$ cat src/rtl/mini_cpu_pkg.sv
// Shared opcodes, FSM state type and instruction-width helper for the mini CPU core.
package mini_cpu_pkg;

    localparam logic [2:0] OP_LOAD    = 3'd0;
    localparam logic [2:0] OP_ADD     = 3'd1;
    localparam logic [2:0] OP_ADDI    = 3'd2;
    localparam logic [2:0] OP_SUB     = 3'd3;
    localparam logic [2:0] OP_SUBI    = 3'd4;
    localparam logic [2:0] OP_MUL     = 3'd5;
    localparam logic [2:0] OP_CLEAR   = 3'd6;
    localparam logic [2:0] OP_DISPLAY = 3'd7;

    typedef enum logic [2:0] {
        S_IDLE,
        S_DECODE,
        S_EXEC,
        S_MULT,
        S_WRITE,
        S_DISP
    } state_e;

    function automatic int instr_width(input int reg_aw, input int imm_w);
        return 3 + 2 * reg_aw + imm_w + 1;
    endfunction

endpackage

$ cat src/rtl/mini_cpu_core_if.sv
// Instruction-issue and display channel between the switch front end, the core and the LCD controller.
interface mini_cpu_core_if #(
    parameter int DATA_W  = 16,
    parameter int REG_AW  = 4,
    parameter int INSTR_W = 18
);
    logic [INSTR_W-1:0] instr;
    logic               go;
    logic               busy;
    logic               disp_valid;
    logic               disp_ready;
    logic [2:0]         disp_opcode;
    logic [REG_AW-1:0]  disp_reg_idx;
    logic [DATA_W-1:0]  disp_value;
    logic               flag_zero;
    logic               flag_ovf;

    modport master (
        output instr, go, disp_ready,
        input  busy, disp_valid, disp_opcode, disp_reg_idx, disp_value, flag_zero, flag_ovf
    );

    modport slave (
        input  instr, go, disp_ready,
        output busy, disp_valid, disp_opcode, disp_reg_idx, disp_value, flag_zero, flag_ovf
    );
endinterface

$ cat src/rtl/cpu_regfile.sv
// NREGS x DATA_W register file: two async read ports, one sync write port, sync clear-all.
module cpu_regfile #(
    parameter int DATA_W = 16,
    parameter int NREGS  = 16,
    parameter int REG_AW = 4
) (
    input  logic              clk,
    input  logic              reset,
    input  logic [REG_AW-1:0] ra_i,
    input  logic [REG_AW-1:0] rb_i,
    output logic [DATA_W-1:0] ra_data_o,
    output logic [DATA_W-1:0] rb_data_o,
    input  logic              we_i,
    input  logic [REG_AW-1:0] wa_i,
    input  logic [DATA_W-1:0] wd_i,
    input  logic              clr_i
);
    logic [DATA_W-1:0] regs_q [NREGS];

    always_ff @(posedge clk) begin
        if (reset || clr_i) begin
            for (int i = 0; i < NREGS; i++) regs_q[i] <= '0;
        end else if (we_i) begin
            regs_q[wa_i] <= wd_i;
        end
    end

    assign ra_data_o = regs_q[ra_i];
    assign rb_data_o = regs_q[rb_i];
endmodule

$ cat src/rtl/mini_cpu_core.sv
// Mini CPU: IDLE(wait go) > DECODE(read operands) > EXEC(alu / mul setup) > MULT(shift-add)
// > WRITE(commit regs, flags, record) > DISP(hold record until disp_ready).
module mini_cpu_core
    import mini_cpu_pkg::*;
#(
    parameter int DATA_W  = 16,
    parameter int NREGS   = 16,
    parameter int REG_AW  = $clog2(NREGS),
    parameter int IMM_W   = 6,
    parameter int INSTR_W = instr_width(REG_AW, IMM_W)
) (
    input logic            clk,
    input logic            reset,
    mini_cpu_core_if.slave bus
);
    localparam int MSB   = DATA_W - 1;
    localparam int P_W   = DATA_W + IMM_W;
    localparam int CNT_W = $clog2(IMM_W + 1);

    state_e             state_q, state_d;
    logic [INSTR_W-1:0] instr_q, instr_d;
    logic [DATA_W-1:0]  a_q, a_d, b_q, b_d, res_q, res_d;
    logic               zero_n_q, zero_n_d, ovf_n_q, ovf_n_d;
    logic [P_W-1:0]     mcand_q, mcand_d, acc_q, acc_d;
    logic [IMM_W-1:0]   mplier_q, mplier_d;
    logic [CNT_W-1:0]   cnt_q, cnt_d;
    logic               flag_zero_q, flag_zero_d, flag_ovf_q, flag_ovf_d;
    logic [2:0]         disp_op_q, disp_op_d;
    logic [REG_AW-1:0]  disp_idx_q, disp_idx_d;
    logic [DATA_W-1:0]  disp_val_q, disp_val_d;

    logic [2:0]         op;
    logic [REG_AW-1:0]  rd, rs1, rs2;
    logic               sgn;
    logic [IMM_W-1:0]   mag;
    logic [DATA_W-1:0]  mag_ext, imm, opnd, ra_data, rb_data, rf_wd;
    logic [P_W-1:0]     prod;
    logic               mul_ovf, rf_we, rf_clr;

    assign op      = instr_q[INSTR_W-1 -: 3];
    assign rd      = instr_q[IMM_W+1+REG_AW +: REG_AW];
    assign rs1     = instr_q[IMM_W+1 +: REG_AW];
    assign rs2     = instr_q[IMM_W -: REG_AW];
    assign sgn     = instr_q[IMM_W];
    assign mag     = instr_q[IMM_W-1:0];
    assign mag_ext = DATA_W'(mag);
    assign imm     = sgn ? (~mag_ext + DATA_W'(1)) : mag_ext;
    assign opnd    = (op == OP_ADD || op == OP_SUB) ? b_q : imm;

    // Product is accumulated on |imm|; sign is applied once the magnitude is complete.
    assign prod    = sgn ? (~acc_q + P_W'(1)) : acc_q;
    assign mul_ovf = !((&prod[P_W-1:MSB]) || !(|prod[P_W-1:MSB]));

    cpu_regfile #(.DATA_W(DATA_W), .NREGS(NREGS), .REG_AW(REG_AW)) u_regfile (
        .clk       (clk),
        .reset     (reset),
        .ra_i      (rs1),
        .rb_i      (rs2),
        .ra_data_o (ra_data),
        .rb_data_o (rb_data),
        .we_i      (rf_we),
        .wa_i      (rd),
        .wd_i      (rf_wd),
        .clr_i     (rf_clr)
    );

    always_ff @(posedge clk) begin
        if (reset) begin
            state_q     <= S_IDLE;
            instr_q     <= '0;
            a_q         <= '0;
            b_q         <= '0;
            res_q       <= '0;
            zero_n_q    <= 1'b0;
            ovf_n_q     <= 1'b0;
            mcand_q     <= '0;
            acc_q       <= '0;
            mplier_q    <= '0;
            cnt_q       <= '0;
            flag_zero_q <= 1'b0;
            flag_ovf_q  <= 1'b0;
            disp_op_q   <= '0;
            disp_idx_q  <= '0;
            disp_val_q  <= '0;
        end else begin
            state_q     <= state_d;
            instr_q     <= instr_d;
            a_q         <= a_d;
            b_q         <= b_d;
            res_q       <= res_d;
            zero_n_q    <= zero_n_d;
            ovf_n_q     <= ovf_n_d;
            mcand_q     <= mcand_d;
            acc_q       <= acc_d;
            mplier_q    <= mplier_d;
            cnt_q       <= cnt_d;
            flag_zero_q <= flag_zero_d;
            flag_ovf_q  <= flag_ovf_d;
            disp_op_q   <= disp_op_d;
            disp_idx_q  <= disp_idx_d;
            disp_val_q  <= disp_val_d;
        end
    end

    always_comb begin
        state_d     = state_q;
        instr_d     = instr_q;
        a_d         = a_q;
        b_d         = b_q;
        res_d       = res_q;
        zero_n_d    = zero_n_q;
        ovf_n_d     = ovf_n_q;
        mcand_d     = mcand_q;
        acc_d       = acc_q;
        mplier_d    = mplier_q;
        cnt_d       = cnt_q;
        flag_zero_d = flag_zero_q;
        flag_ovf_d  = flag_ovf_q;
        disp_op_d   = disp_op_q;
        disp_idx_d  = disp_idx_q;
        disp_val_d  = disp_val_q;
        rf_we       = 1'b0;
        rf_clr      = 1'b0;
        rf_wd       = res_q;

        case (state_q)
            S_IDLE: begin
                if (bus.go) begin
                    instr_d = bus.instr;
                    state_d = S_DECODE;
                end
            end
            S_DECODE: begin
                a_d     = ra_data;
                b_d     = rb_data;
                state_d = S_EXEC;
            end
            S_EXEC: begin
                state_d = S_WRITE;
                ovf_n_d = 1'b0;
                case (op)
                    OP_LOAD: res_d = imm;
                    OP_ADD, OP_ADDI: begin
                        res_d   = a_q + opnd;
                        ovf_n_d = (a_q[MSB] == opnd[MSB]) && (res_d[MSB] != a_q[MSB]);
                    end
                    OP_SUB, OP_SUBI: begin
                        res_d   = a_q - opnd;
                        ovf_n_d = (a_q[MSB] != opnd[MSB]) && (res_d[MSB] != a_q[MSB]);
                    end
                    OP_MUL: begin
                        mcand_d  = {{IMM_W{a_q[MSB]}}, a_q};
                        mplier_d = mag;
                        acc_d    = '0;
                        cnt_d    = CNT_W'(IMM_W - 1);
                        state_d  = S_MULT;
                    end
                    OP_CLEAR: res_d = '0;
                    default:  res_d = a_q;
                endcase
                zero_n_d = (res_d == '0);
            end
            S_MULT: begin
                if (mplier_q[0]) acc_d = acc_q + mcand_q;
                mcand_d  = mcand_q << 1;
                mplier_d = mplier_q >> 1;
                if (cnt_q == '0) state_d = S_WRITE;
                else             cnt_d   = cnt_q - 1'b1;
            end
            S_WRITE: begin
                state_d    = S_DISP;
                disp_op_d  = op;
                disp_idx_d = rd;
                case (op)
                    OP_CLEAR: begin
                        rf_clr      = 1'b1;
                        flag_zero_d = 1'b0;
                        flag_ovf_d  = 1'b0;
                        disp_val_d  = '0;
                    end
                    OP_DISPLAY: begin
                        disp_idx_d = rs1;
                        disp_val_d = a_q;
                    end
                    OP_MUL: begin
                        rf_we       = 1'b1;
                        rf_wd       = prod[MSB:0];
                        flag_zero_d = (prod[MSB:0] == '0);
                        flag_ovf_d  = mul_ovf;
                        disp_val_d  = prod[MSB:0];
                    end
                    default: begin
                        rf_we       = 1'b1;
                        flag_zero_d = zero_n_q;
                        flag_ovf_d  = ovf_n_q;
                        disp_val_d  = res_q;
                    end
                endcase
            end
            S_DISP: begin
                if (bus.disp_ready) state_d = S_IDLE;
            end
            default: state_d = S_IDLE;
        endcase
    end

    assign bus.busy         = (state_q != S_IDLE);
    assign bus.disp_valid   = (state_q == S_DISP);
    assign bus.disp_opcode  = disp_op_q;
    assign bus.disp_reg_idx = disp_idx_q;
    assign bus.disp_value   = disp_val_q;
    assign bus.flag_zero    = flag_zero_q;
    assign bus.flag_ovf     = flag_ovf_q;
endmodule
$ cat src/flat_wrapper.sv
// flat-port wrapper written by rule: the top's interface ports become plain ports
module mini_cpu_core_flat import mini_cpu_pkg::*;
#(
    parameter int DATA_W  = 16,
    parameter int NREGS   = 16,
    parameter int REG_AW  = $clog2(NREGS),
    parameter int IMM_W   = 6,
    parameter int INSTR_W = instr_width(REG_AW, IMM_W)
)
  (clk, reset, bus_instr, bus_go, bus_disp_ready, bus_busy, bus_disp_valid, bus_disp_opcode, bus_disp_reg_idx, bus_disp_value, bus_flag_zero, bus_flag_ovf);
  mini_cpu_core_if #(.DATA_W(DATA_W), .REG_AW(REG_AW), .INSTR_W(INSTR_W)) bus_i ();
  input logic clk;
  input logic reset;
  input wire logic [$bits(bus_i.instr)-1:0] bus_instr;
  input wire logic [$bits(bus_i.go)-1:0] bus_go;
  input wire logic [$bits(bus_i.disp_ready)-1:0] bus_disp_ready;
  output wire logic [$bits(bus_i.busy)-1:0] bus_busy;
  output wire logic [$bits(bus_i.disp_valid)-1:0] bus_disp_valid;
  output wire logic [$bits(bus_i.disp_opcode)-1:0] bus_disp_opcode;
  output wire logic [$bits(bus_i.disp_reg_idx)-1:0] bus_disp_reg_idx;
  output wire logic [$bits(bus_i.disp_value)-1:0] bus_disp_value;
  output wire logic [$bits(bus_i.flag_zero)-1:0] bus_flag_zero;
  output wire logic [$bits(bus_i.flag_ovf)-1:0] bus_flag_ovf;
  assign bus_i.instr = bus_instr;
  assign bus_i.go = bus_go;
  assign bus_i.disp_ready = bus_disp_ready;
  assign bus_busy = bus_i.busy;
  assign bus_disp_valid = bus_i.disp_valid;
  assign bus_disp_opcode = bus_i.disp_opcode;
  assign bus_disp_reg_idx = bus_i.disp_reg_idx;
  assign bus_disp_value = bus_i.disp_value;
  assign bus_flag_zero = bus_i.flag_zero;
  assign bus_flag_ovf = bus_i.flag_ovf;
  mini_cpu_core #(.DATA_W(DATA_W), .NREGS(NREGS), .REG_AW(REG_AW), .IMM_W(IMM_W), .INSTR_W(INSTR_W)) u_core (.clk(clk), .reset(reset), .bus(bus_i));
endmodule
$ cat config.mk
export PLATFORM = sky130hd
export DESIGN_NAME = mini_cpu_core_flat
export DESIGN_NICKNAME = d
export VERILOG_FILES = /design/src/rtl/mini_cpu_pkg.sv /design/src/rtl/mini_cpu_core_if.sv /design/src/rtl/cpu_regfile.sv /design/src/rtl/mini_cpu_core.sv /design/src/flat_wrapper.sv
export SDC_FILE = /design/constraint.sdc
export NUM_CORES = 1
export LEC_CHECK = 0
export CORE_ASPECT_RATIO = 0.75
export CORE_MARGIN = 3
export CORE_UTILIZATION = 43
export DETAILED_ROUTE_END_ITERATION = 8
export GPL_TIMING_DRIVEN = 0
export PLACE_DENSITY_LB_ADDON = 0.2
export SYNTH_ARGS = -nofsm -noshare
export SYNTH_HDL_FRONTEND = slang
export SYNTH_SLANG_ARGS = --single-unit
$ cat constraint.sdc
create_clock -name clk -period 7.2 [get_ports clk]
set_clock_uncertainty 0.2 [all_clocks]
set_input_delay 2.16 -clock clk [delete_from_list [all_inputs] [get_ports clk]]
set_output_delay 2.16 -clock clk [all_outputs]
set_load 0.1 [all_outputs]
# == After elaboration in Yosys (flattened, before gate mapping) ==
# Memory sizes are Yosys's and may differ from the RTL's. A register that Yosys moved wholly into a read port is not among the register bits.
# Cells that the tools add are included.
# op_classes
add_sub_neg,6
mul,0
div_mod_pow,0
n_lt_le_gt_ge,0
n_eq_ne,22
n_shift,0
n_mux,39
bitwise_logic,3
n_reduce_logical,26
# op_table
operator,n
16-bit two-way mux,6
22-bit two-way mux,4
22-bit one-hot mux with 2 select lines,2
16-bit one-hot mux with 5 select lines,1
16-bit one-hot mux with 3 select lines,1
16-bit zero test,2
"22-bit by 1-bit adder with 22-bit output, second input constant",1
22-bit adder,1
22-bit NOT,1
"3-bit == test, second input constant",6
3-bit two-way mux,6
3-bit one-hot mux with 6 select lines,1
"16-bit by 1-bit adder with 16-bit output, second input constant",1
16-bit adder,1
6-bit NOT with 16-bit output,1
16-bit OR reduction,1
16-bit subtractor,1
"3-bit by 2-bit == test with 1-bit output, second input constant",4
6-bit one-hot mux with 2 select lines,1
1-bit two-way mux,10
3-bit zero test,3
3-bit AND reduction,3
4-bit two-way mux,2
7-bit AND reduction,1
other kinds (19),35
# totals
register_bits,117
latchBits,0
ram_bits,256
rom_bits,0
inputBits,22
output_inout_bits,27
elab_cells,111
n_memories,1
# mem_list
memory,depth,word_bits,rd,rd_ports_with_merged_regs,wr,line,source
u_core.u_regfile.regs_q,16,16,2,2,16,cpu_regfile.sv:18,logic [DATA_W-1:0] regs_q [NREGS];

# == Logic depth before layout (Yosys ltp) ==
# Gate-level depths: netlist of the first run.
# logic_depth
word_depth,9
depth_mapped,18
depth_no_buf,18

# == Modules after synthesis ==
# Synthesis of the first run repeated with hierarchy kept, for this count alone.
# hier_totals
hier_cells,2225
area_unflattened_um2,22895.7
# modules_own_cells
module,instances,cells_per_inst,area_each_um2,seq_area_each_um2
cpu_regfile,1,917,13083.8,7687.4
mini_cpu_core,1,1308,9811.9,2982.9

# == Worst setup path after synthesis of the first run ==
# No wires, ideal clock.
# synth_path
path_kind,input port to flip-flop
start,in reset
end,"mem u_core.u_regfile.regs_q[14][0], enable pin"
setup_time_ps,372
arrival_ps,3758
required_time_ps,6628
setup_slack_ps,2870
path_stages,7
n_path_buf,2
path_cell_list,clkbuf_1 -> a21oi_1 -> nand2_1 -> nor3b_1 -> nand3_1 -> clkbuf_1 -> nand2_1
# synth_rtl
item,line,source
start: declaration,flat_wrapper.sv:13,input logic reset;
end: declaration,cpu_regfile.sv:18,

# == Worst setup path after layout of the first run ==
# layout_path
start,reg u_core.instr_q[6]
end,reg u_core.zero_n_q
# layout_via
elab_chain_cells,6
word_cells_on_any_way,7
classes_between,2 x add/sub; 4 x mux; 1 x reduce/logical
# layout_rtl
item,line,source
start: declaration,mini_cpu_core.sv:21,"logic [INSTR_W-1:0] instr_q, instr_d;"
start signal: assignment,mini_cpu_core.sv:87,instr_q <= instr_d;
16-bit two-way mux (*),mini_cpu_core.sv:47,assign imm = sgn ? (~mag_ext + DATA_W'(1)) : mag_ext;
16-bit two-way mux,mini_cpu_core.sv:48,assign opnd = (op == OP_ADD || op == OP_SUB) ? b_q : imm;
16-bit subtractor or 16-bit adder (tied branches),"mini_cpu_core.sv:148, mini_cpu_core.sv:144",
16-bit one-hot mux with 5 select lines (*),mini_cpu_core.sv:141,case (op)
16-bit two-way mux (*),mini_cpu_core.sv:126,case (state_q)
16-bit zero test (*),mini_cpu_core.sv:161,zero_n_d = (res_d == '0);
end signal: assignment,mini_cpu_core.sv:91,zero_n_q <= zero_n_d;
end: declaration,mini_cpu_core.sv:23,"logic zero_n_q, zero_n_d, ovf_n_q, ovf_n_d;"
# Every way passes the cells marked *; elsewhere a longest branch is shown, timed or not. The select of a mux whose other input is x is not followed.
# A chain may end at the register's enable or synchronous reset.

==> results of run 1 <==
## metal layers
layer,GRT usage (%),vias to the layer above
met5,0,-
met4,5.83,0
met3,7.88,115
met2,39.4,1130
met1,44.4,9443
li1,-,8063
## tightest hold or removal path: stages, from the launching register on
cell,delay (ns)
dfxtp_1,0.31
nand2_1,0.05
a21oi_1,0.05
## per-stage QoR
stage	utilization, %	worst slack [ns]
floorplan	-	2.87
global placement	46.3	0.794
detailed placement	46.3	0.836
CTS	49.0	0.716
global route	49.0	0.246
finish	49.0	0.348
## cell type report
class	instances	area, µm²	area share [%]
Clock inverter	16	193	0.759
Tap cell	703	880	3.47
Antenna cell	1	2.50	0.00986
Sequential cell	405	10700	42.0
Timing Repair Buffer	47	470	1.85
Inverter	51	191	0.754
Clock buffer	61	1210	4.79
Multi-Input combinational cell	1516	11100	43.9
Buffer	162	626	2.46
## logic make-up after synthesis
logic type / Yosys count / synth area share (%)
buf+inv: 213 / 3.61
xor+xnor: 44 / 1.74
fa+ha+maj: 61 / 3.47
simple gates: 843 / 15.8
mux: 177 / 16.7
compound gates: 391 / 11.5
flops: 405 / 47.2
## state kept, by name, indices dropped and copies added (netlist names)
signal	cells
u_core.mplier_q	6
u_core.acc_q	22
u_core.instr_q	18
u_core.mcand_q	22
u_core.b_q	16
u_core.bus.flag_zero	1
u_core.bus.disp_reg_idx	4
u_core.u_regfile.regs_q	256
u_core.bus.flag_ovf	1
u_core.bus.disp_value	16
u_core.a_q	16
u_core.zero_n_q	1
u_core.bus.disp_opcode	3
u_core.cnt_q	3
u_core.res_q	16
u_core.state_q	3
u_core.ovf_n_q	1
## how the worst max path moves through the flow
stage / from / to / slack [ns] / depth (start not counted)
floorplan: reset / u_core.u_regfile.regs_q[14][0]$_SDFFCE_PN0P_ / 2.87 / 7
global placement: u_core.instr_q[6]$_SDFFE_PP0P_ / u_core.zero_n_q$_SDFFE_PP0N_ / 0.79 / 16
detailed placement: u_core.instr_q[6]$_SDFFE_PP0P_ / u_core.zero_n_q$_SDFFE_PP0N_ / 0.84 / 16
CTS: u_core.instr_q[6]$_SDFFE_PP0P_ / u_core.zero_n_q$_SDFFE_PP0N_ / 0.72 / 16
global route: u_core.instr_q[6]$_SDFFE_PP0P_ / u_core.zero_n_q$_SDFFE_PP0N_ / 0.25 / 16
finish: u_core.instr_q[6]$_SDFFE_PP0P_ / u_core.zero_n_q$_SDFFE_PP0N_ / 0.35 / 16
## power by group through the flow
stage          clock network [µW]  registers [µW]  logic [µW]
2_1_floorplan                   0            2710         744
3_3_place_gp                    0            2700        1160
3_5_place_dp                    0            2700        1160
4_1_cts                      2280            2650        1170
5_1_grt                      2370            2660        1260
6_report                     2260            2660        1200
## cell usage in the layout (no fill, tap or decap), types with 55 or more instances in the layout
cell	instances
a21oi_1	131
clkbuf_1	146
dfxtp_1	149
edfxtp_1	256
ha_1	58
mux4_2	161
nand2_1	214
nor2_1	440
o21ai_0	55
==> metrics.txt, run 1 <==
final instance area 0.0254 mm²; reg2reg start u_core.instr_q[6]$_SDFFE_PP0P_; CP Cell Sequence clkbuf_1, buf_4, clkbuf_1, clkbuf_1, o311a_1, a21o_1, ha_1, nor3b_1, a211o_1, or3_1, o211ai_1, a211o_1, a21oi_1, nor4_1, nand3_1, o21ai_1; Die Wd 271 µm; H-tree Lvls 2; drt drc 0; max-cap viol count 0; worst vdd ir 0.172 mV; fraction of layout cells with a size suffix above 1 11.1%; # rows 72; post-synthesis sequential area ratio 47.2%; via count 18800; CP top delay family buffers and inverters; GRT Resource Usage Total 28.5%; Sum Neg Setup Slack 0 ns; Reg2Reg Setup Slack 0.35 ns; most frequent cell after synthesis nor2_1; Worst Max-Slew Pin Slew 1.25 ns; leakage power 0.00859 µW; Post-Syn Area 0.0226 mm²; Synth Instances 2134; Num CTS Buffers 43; CP Max Fanout 11; P_sw 1850 µW; Placed Cells 2884; DR top layer met4; RSZ-0062 raised after global routing false; wire per inst 26.9 µm; Post-synth top cells nor2_1 (440), edfxtp_1 (256), nand2_1 (214); EDFF count, synth 256; Worst Hold Depth 2; WL met2 32100 µm; crit path DAT 7.14 ns; Worst path max stage delay 0.95 ns; hold path endpoint u_core.b_q[0]$_SDFFE_PP0P_; routed metal-1 wirelength 35800 µm; final WL 79700 µm; die height 205 µm; detailed-placement wirelength estimate 61700 µm; Rel. slew slack 16.6%; synth unique cells 77; Pwr Total 6120 µW; first-pass GRT wire length 117000 µm; Worst setup EP type flop; vias per cell 6.33; FF-to-FF End u_core.zero_n_q$_SDFFE_PP0N_; Starting DRT DRC Count 2751; Sw Share 30.2%; CP Data Required Time 7.48 ns; Top FF cell, synth edfxtp_1; # hold bufs at CTS 0; Fill cells 4781; Starting Density 43.7%; largest net degree at the start of global routing 17; gpl congestion 0.984; post-synthesis net count 2217; non-filler cells, final 2962; #FFs+latches synth 405; met3 WL 10300 µm; status complete, no violations; initial antenna violation count 2; average size of a mapped cell 10.6 µm²; Worst path most repeated cell clkbuf_1; Buf/Inv on CP 4; FF-to-FF path depth 16; clk buf depth 3; Hold Startpoint u_core.b_q[0]$_SDFFE_PP0P_; Yosys top cell area share 34.0%; Cell Pwr Density 241 mW/mm²; Max Freq 146 MHz; clock share of power 36.9%; CTS resizes 0; startpoint class of the critical path flop; critical path type reg -> reg; Comb pwr share 19.6%; port bufs 47; GR Overflow Total 0; post-CTS setup buffer count 0; sequential group share of total power 43.5%; YS warnings 0; clock root cell clkbuf_16; Final Max Tran Viols 0; Hold Slack 0.259 ns; nets 2309; vias in the first global route 17700; min-delay worst type reg -> reg; dominant cells by area after synthesis edfxtp_1 (34%), mux4_2 (16%), dfxtp_1 (13%); final count of negative-setup-slack endpoints 0; die area 0.0554 mm²; # IOs 49; Final ANT Viol Nets 0; Placed Area 0.0240 mm²; Int Pwr 4270 µW; Slowest cell on crit path clkbuf_1; Tcrit/Tclk final 95.2%; core box area 0.0518 mm²; minimum clock period 6.85 ns; Worst-Skew Late Latency 0.60 ns; TritonCTS clock tree yes; Hold Vio Cnt, Final 0; clock transition at the registers of the reported paths 0.06 ns; Area growth syn-to-layout 12.2%; cell taking the most area after synthesis edfxtp_1; TritonCTS Sinks 405; Async SR Flop Fraction 0%; drt first pass iters 6
Note: power is estimated with default switching activity, not from simulation.
==> inputs of run 2 (changes only) <==
--- a/config.mk
+++ b/config.mk
@@ -10,7 +10,9 @@
 export CORE_UTILIZATION = 43
 export DETAILED_ROUTE_END_ITERATION = 8
 export GPL_TIMING_DRIVEN = 0
+export HOLD_SLACK_MARGIN = 0.06
 export PLACE_DENSITY_LB_ADDON = 0.2
+export SLEW_MARGIN = 20
 export SYNTH_ARGS = -nofsm -noshare
 export SYNTH_HDL_FRONTEND = slang
 export SYNTH_SLANG_ARGS = --single-unit
==> run 2 against run 1 <==
Compared with the run above:
- critical path depth unchanged
- flip-flop and latch count unchanged
- first-iteration DRC count decreased by 0.69%
- sequential share of layout area about the same
- total power about the same
- sequential power about the same
==> metrics.txt, run 2 (synthesis gave the netlist of run 1 again) <==
Int Pwr 4270 µW (about the same); final worst slack 0.384 ns (+0.0361 ns); worst vdd ir 0.173 mV (+0.87%); core box area 0.0518 mm² (unchanged); largest net degree at the start of global routing 17 (unchanged); pre-CTS worst setup slack 0.836 ns (unchanged); final WL 79800 µm (about the same); Tcrit/Tclk final 94.7% (-0.50 points); # hold bufs at CTS 0 (unchanged); GRT Resource Usage Total 28.5% (unchanged); P_sw 1850 µW (about the same); leakage power 0.00862 µW (+0.38%); drt drc 0 (unchanged); Sw Share 30.2% (about the same); commonest non-fill, non-tap cell in the layout nor2_1; Area growth syn-to-layout 12.3% (about the same); most frequent cells in the layout nor2_1 (440), edfxtp_1 (256), nand2_1 (214); fraction of layout cells with a size suffix above 1 11.6% (+0.49 points); Starting DRT DRC Count 2732 (-0.69%); CTS resizes 0 (unchanged); detailed-placement wirelength estimate 61700 µm (unchanged); sequential group share of total power 43.5% (about the same); max-cap viol count 0 (unchanged); # rows 72 (unchanged); critical path type reg -> reg; via count 18700 (-0.36%); TritonCTS Sinks 405 (unchanged); Worst Max-Slew Pin Slew 1.25 ns (+0.00441 ns); minimum clock period 6.82 ns (-0.0361 ns); Rel. slew slack 16.3% (-0.29 points); first-pass GRT wire length 117000 µm (unchanged); clk buf depth 3 (unchanged); gpl congestion 0.984 (unchanged); # IOs 49 (unchanged); Cell Pwr Density 241 mW/mm² (about the same); status complete, no violations; H-tree Lvls 2 (unchanged); ANT cells 0 (-1); Worst-Skew Late Latency 0.60 ns (about the same); Reg2Reg Setup Slack 0.38 ns (+0.04 ns); clock transition at the registers of the reported paths 0.06 ns (about the same); Starting Density 43.7% (unchanged); vias per cell 6.31 (-0.32%); clock root cell clkbuf_16; final count of negative-setup-slack endpoints 0 (unchanged); crit path DAT 7.10 ns (-0.04 ns); Hold Vio Cnt, Final 0 (unchanged); Sum Neg Setup Slack 0 ns (unchanged); CP Max Fanout 10 (-1); register bank with the most flops u_core.u_regfile.regs_q; Final ANT Viol Nets 0 (unchanged); TritonCTS clock tree yes; Die Wd 271 µm (unchanged); startpoint class of the critical path flop; CP Data Required Time 7.49 ns (about the same); Max Freq 147 MHz (+0.53%); drt first pass iters 6 (unchanged); Worst setup EP type flop; die height 205 µm (unchanged); Largest regs u_core.u_regfile.regs_q: 256 flops, u_core.acc_q: 22 flops, u_core.mcand_q: 22 flops; RSZ-0062 raised after global routing false; die area 0.0554 mm² (unchanged); clock share of power 37.0% (about the same); number of flip-flops in the largest register 256 (unchanged); port bufs 47 (unchanged); Num CTS Buffers 43 (unchanged); Final Max Tran Viols 0 (unchanged); post-CTS setup buffer count 0 (unchanged); wire per inst 26.9 µm (+0.12%); Comb pwr share 19.6% (about the same); min-delay worst type reg -> reg; initial antenna violation count 2 (unchanged); nets 2309 (unchanged); vias in the first global route 17700 (unchanged); GR Overflow Total 0 (unchanged)
-- run 2: cell types whose count changed in the layout (fill, tap and decap cells not counted) --
cell,delta
clkbuf_2,+9
buf_1,-5
clkbuf_1,-4
a21oi_1,-1
a21oi_2,+1
diode_2,-1
nor4_1,-1
nor4_2,+1
-- run 2: area by class of cell --
| type | instances | area (µm²) |
|---|---|---|
| plain buffers | 162 | 637 |
| clock buffers | 61 | 1210 |
| clock inverters | 16 | 193 |
| fillers | 4779 | 26400 |
| inverters | 51 | 191 |
| multi-input cells | 1516 | 11100 |
| flip-flops and latches | 405 | 10700 |
| well taps | 703 | 880 |
| repair buffers | 47 | 470 |
-- run 2: worst paths after layout --
kind         cells past startpoint                      endpoint                      startpoint
max                             16  u_core.zero_n_q$_SDFFE_PP0N_  u_core.instr_q[6]$_SDFFE_PP0P_
min                              2    u_core.b_q[0]$_SDFFE_PP0P_      u_core.b_q[0]$_SDFFE_PP0P_
max reg2reg                     16  u_core.zero_n_q$_SDFFE_PP0N_  u_core.instr_q[6]$_SDFFE_PP0P_
min reg2reg                      2    u_core.b_q[0]$_SDFFE_PP0P_      u_core.b_q[0]$_SDFFE_PP0P_
-- run 2: power by group through the flow --
| stage | Sequential (µW) | Combinational, µW | Clock (µW) |
|---|---|---|---|
| global placement | 2700 | 1160 | 0 |
| detailed placement | 2700 | 1160 | 0 |
| global route | 2660 | 1270 | 2370 |
| floorplan | 2710 | 744 | 0 |
| finish | 2660 | 1200 | 2260 |
| CTS | 2650 | 1170 | 2280 |
-- run 2: metrics by stage --
stage / cells / total power, µW / hold WS, ns / area, µm² / utilization, %
floorplan: 2134 / 3450 / 0.220 / 22600 / -
global placement: 2884 / 3850 / 0.251 / 24000 / 46.3
detailed placement: 2884 / 3860 / 0.252 / 24000 / 46.3
CTS: 2961 / 6100 / 0.260 / 25400 / 49.0
global route: 2961 / 6300 / 0.274 / 25400 / 49.0
finish: 2961 / 6120 / 0.259 / 25400 / 49.0
-- run 2: metal layers --
layer,global-route usage [%],up-vias,wire length [µm]
met2,39.4,1135,32200
met3,7.88,104,10200
li1,-,8065,-
met4,5.83,0,1530
met5,0,-,0
met1,44.4,9380,35900
-- run 2: worst max-delay path, cell delays in order, from the launching register on --
cell	delay, ns
dfxtp_1	0.47
clkbuf_1	0.55
buf_4	0.35
clkbuf_1	0.95
clkbuf_1	0.78
o311a_1	0.40
a21o_1	0.23
ha_1	0.35
inv_1	0.19
a21oi_1	0.12
o221ai_1	0.30
a311oi_2	0.19
a221oi_1	0.46
o21ai_1	0.14
a2111oi_0	0.47
nand4_1	0.30
o21ai_1	0.22
==> inputs of run 3 (changes only) <==
--- a/config.mk
+++ b/config.mk
@@ -7,7 +7,7 @@
 export LEC_CHECK = 0
 export CORE_ASPECT_RATIO = 0.75
 export CORE_MARGIN = 3
-export CORE_UTILIZATION = 43
+export CORE_UTILIZATION = 40
 export DETAILED_ROUTE_END_ITERATION = 8
 export GPL_TIMING_DRIVEN = 0
 export HOLD_SLACK_MARGIN = 0.06
==> run 3 against run 2 <==
Compared with the run above:
- combinational power about the same
- global-route usage down 2.0 points
- first-iteration DRC count is 11% lower
- critical endpoint unchanged
- non-clock buffer count is the same
- sequential power about the same
==> metrics.txt, run 3 (synthesis gave the netlist of run 1 again) <==
# IOs 49 (unchanged); Hold Vio Cnt, Final 0 (unchanged); Worst Max-Slew Pin Slew 1.14 ns (-0.110 ns); final instance area 0.0254 mm² (about the same); clk buf depth 3 (unchanged); Placed Area 0.0240 mm² (about the same); post-CTS setup buffer count 0 (unchanged); minimum clock period 6.48 ns (-0.334 ns); register bank with the most flops u_core.u_regfile.regs_q; detailed-placement wirelength estimate 61400 µm (-0.40%); clock transition at the registers of the reported paths 0.06 ns (about the same); final WL 79000 µm (-0.99%); GR Overflow Total 0 (unchanged); min-delay worst type reg -> reg; vias per cell 6.18 (-2.0%); startpoint class of the critical path flop; via count 18500 (-1.2%); Area growth syn-to-layout 12.2% (about the same); vias in the first global route 17300 (-2.5%); number of flip-flops in the largest register 256 (unchanged); Hold Startpoint u_core.b_q[12]$_SDFFE_PP0P_; Worst-Skew Late Latency 0.59 ns (about the same); pre-CTS worst setup slack 1.03 ns (+0.193 ns); Final Max Tran Viols 0 (unchanged); largest net degree at the start of global routing 17 (unchanged); Die Wd 281 µm (+3.6%); status complete, no violations; commonest non-fill, non-tap cell in the layout nor2_1; H-tree Lvls 2 (unchanged); register area 0.0107 mm² (unchanged); GRT Resource Usage Total 26.5% (-2.0 points); CP Max Fanout 10 (unchanged); Worst setup EP type flop; Sum Neg Setup Slack 0 ns (unchanged); # rows 74 (+2.8%); drt first pass iters 5 (-1); launch point of the worst path u_core.instr_q[6]$_SDFFE_PP0P_; first-pass GRT wire length 115000 µm (-1.6%); most frequent cells in the layout nor2_1 (440), edfxtp_1 (256), nand2_1 (214); RSZ-0062 raised after global routing false; worst vdd ir 0.143 mV (-17%); die height 212 µm (+3.6%); fraction of layout cells with a size suffix above 1 11.5% (-0.060 points); CP Data Required Time 7.51 ns (+0.02 ns); Worst path max stage delay 0.88 ns (-0.07 ns); max-cap viol count 0 (unchanged); reg2reg start u_core.instr_q[6]$_SDFFE_PP0P_; wire per inst 26.5 µm (-1.8%); nets 2309 (unchanged); Final ANT Viol Nets 0 (unchanged); # hold bufs at CTS 0 (unchanged); TritonCTS Sinks 405 (unchanged); Starting DRT DRC Count 2429 (-11%); Fill cells 5206 (+8.9%); crit path DAT 6.80 ns (-0.30 ns); Slowest cell on crit path clkbuf_1; final worst slack 0.717 ns (+0.334 ns); Cell Pwr Density 240 mW/mm² (-0.20%); Largest regs u_core.u_regfile.regs_q: 256 flops, u_core.acc_q: 22 flops, u_core.mcand_q: 22 flops; critical path type reg -> reg; Starting Density 41.0% (-2.7 points); Max Freq 154 MHz (+5.1%); die area 0.0595 mm² (+7.3%); gpl congestion 0.969 (-1.5%); Multi-input gate area 0.0111 mm² (about the same); port bufs 47 (unchanged); drt drc 0 (unchanged); core box area 0.0552 mm² (+6.5%); CTS resizes 0 (unchanged); Num CTS Buffers 43 (unchanged); CP Cell Sequence clkbuf_1, buf_4, clkbuf_1, clkbuf_1, o311a_1, a21o_1, ha_1, inv_1, or4_1, o221ai_1, o221a_2, o21ai_1, a2111oi_0, nand4_1, o21ai_1; clock root cell clkbuf_16; Worst path most repeated cell clkbuf_1; Rel. slew slack 23.7% (+7.4 points); TritonCTS clock tree yes; initial antenna violation count 1 (-1); Tcrit/Tclk final 90.0% (-4.6 points); final count of negative-setup-slack endpoints 0 (unchanged); leakage power 0.00862 µW (about the same)
==> run 3: cell count changes in the layout (fill, tap and decap cells not counted), sizes merged <==
cell      previous run  this run
buf                 22        21
clkbuf             201       200
clkinv              10        15
diode                0         1
inv                 51        53
clkinvlp             3         1
==> run 3: stage by stage <==
| step | utilization [%] | hold slack, ns | total power [µW] | std cells |
|---|---|---|---|---|
| 2_1_floorplan | - | 0.220 | 3450 | 2134 |
| 3_3_place_gp | 43.5 | 0.249 | 3850 | 2903 |
| 3_5_place_dp | 43.5 | 0.252 | 3860 | 2903 |
| 4_1_cts | 46.0 | 0.260 | 6090 | 2983 |
| 5_1_grt | 46.0 | 0.280 | 6290 | 2983 |
| 6_report | 46.0 | 0.262 | 6100 | 2984 |
==> run 3: worst max-delay path, delay by kind of cell (launching register included) <==
family	cells	cell delay, ns
simple gates	2	0.75
buf+inv	5	2.69
flops	1	0.45
fa+ha+maj	1	0.28
compound gates	7	2.02
==> run 3: per-layer routing <==
layer  vias up  track usage [%]  share of wire [%]
met3       102             8.79                 14
met4         0             5.78                1.8
met2      1058             36.2                 40
met1      9231             40.6                 45
met5         -                0                  0
li1       8065                -                  -
==> run 3: worst paths after layout <==
| path | end | slack (ns) | cells past startpoint |
|---|---|---|---|
| max | u_core.zero_n_q$_SDFFE_PP0N_ | 0.72 | 15 |
| min | u_core.b_q[12]$_SDFFE_PP0P_ | 0.26 | 2 |
| max reg2reg | u_core.zero_n_q$_SDFFE_PP0N_ | 0.72 | 15 |
| min reg2reg | u_core.b_q[12]$_SDFFE_PP0P_ | 0.26 | 2 |
==> run 3: final cells by class <==
| cell class | count | area share, % |
|---|---|---|
| timing repair buffer | 47 | 1.85 |
| clock buffer | 59 | 4.68 |
| clock inverter | 21 | 0.754 |
| antenna | 1 | 0.00986 |
| multi-input combinational | 1516 | 43.9 |
| sequential | 405 | 42.0 |
| buffer | 162 | 2.51 |
| tap | 722 | 3.56 |
| inverter | 51 | 0.754 |
==> run 3: power breakdown <==
group / leakage, µW / total (µW) / internal, µW / switching (µW)
Combinational: 0.00410 / 1190 / 424 / 769
Sequential: 0.00385 / 2660 / 2560 / 98.1
Clock: 0.000672 / 2250 / 1270 / 987
Total: 0.00862 / 6100 / 4250 / 1850
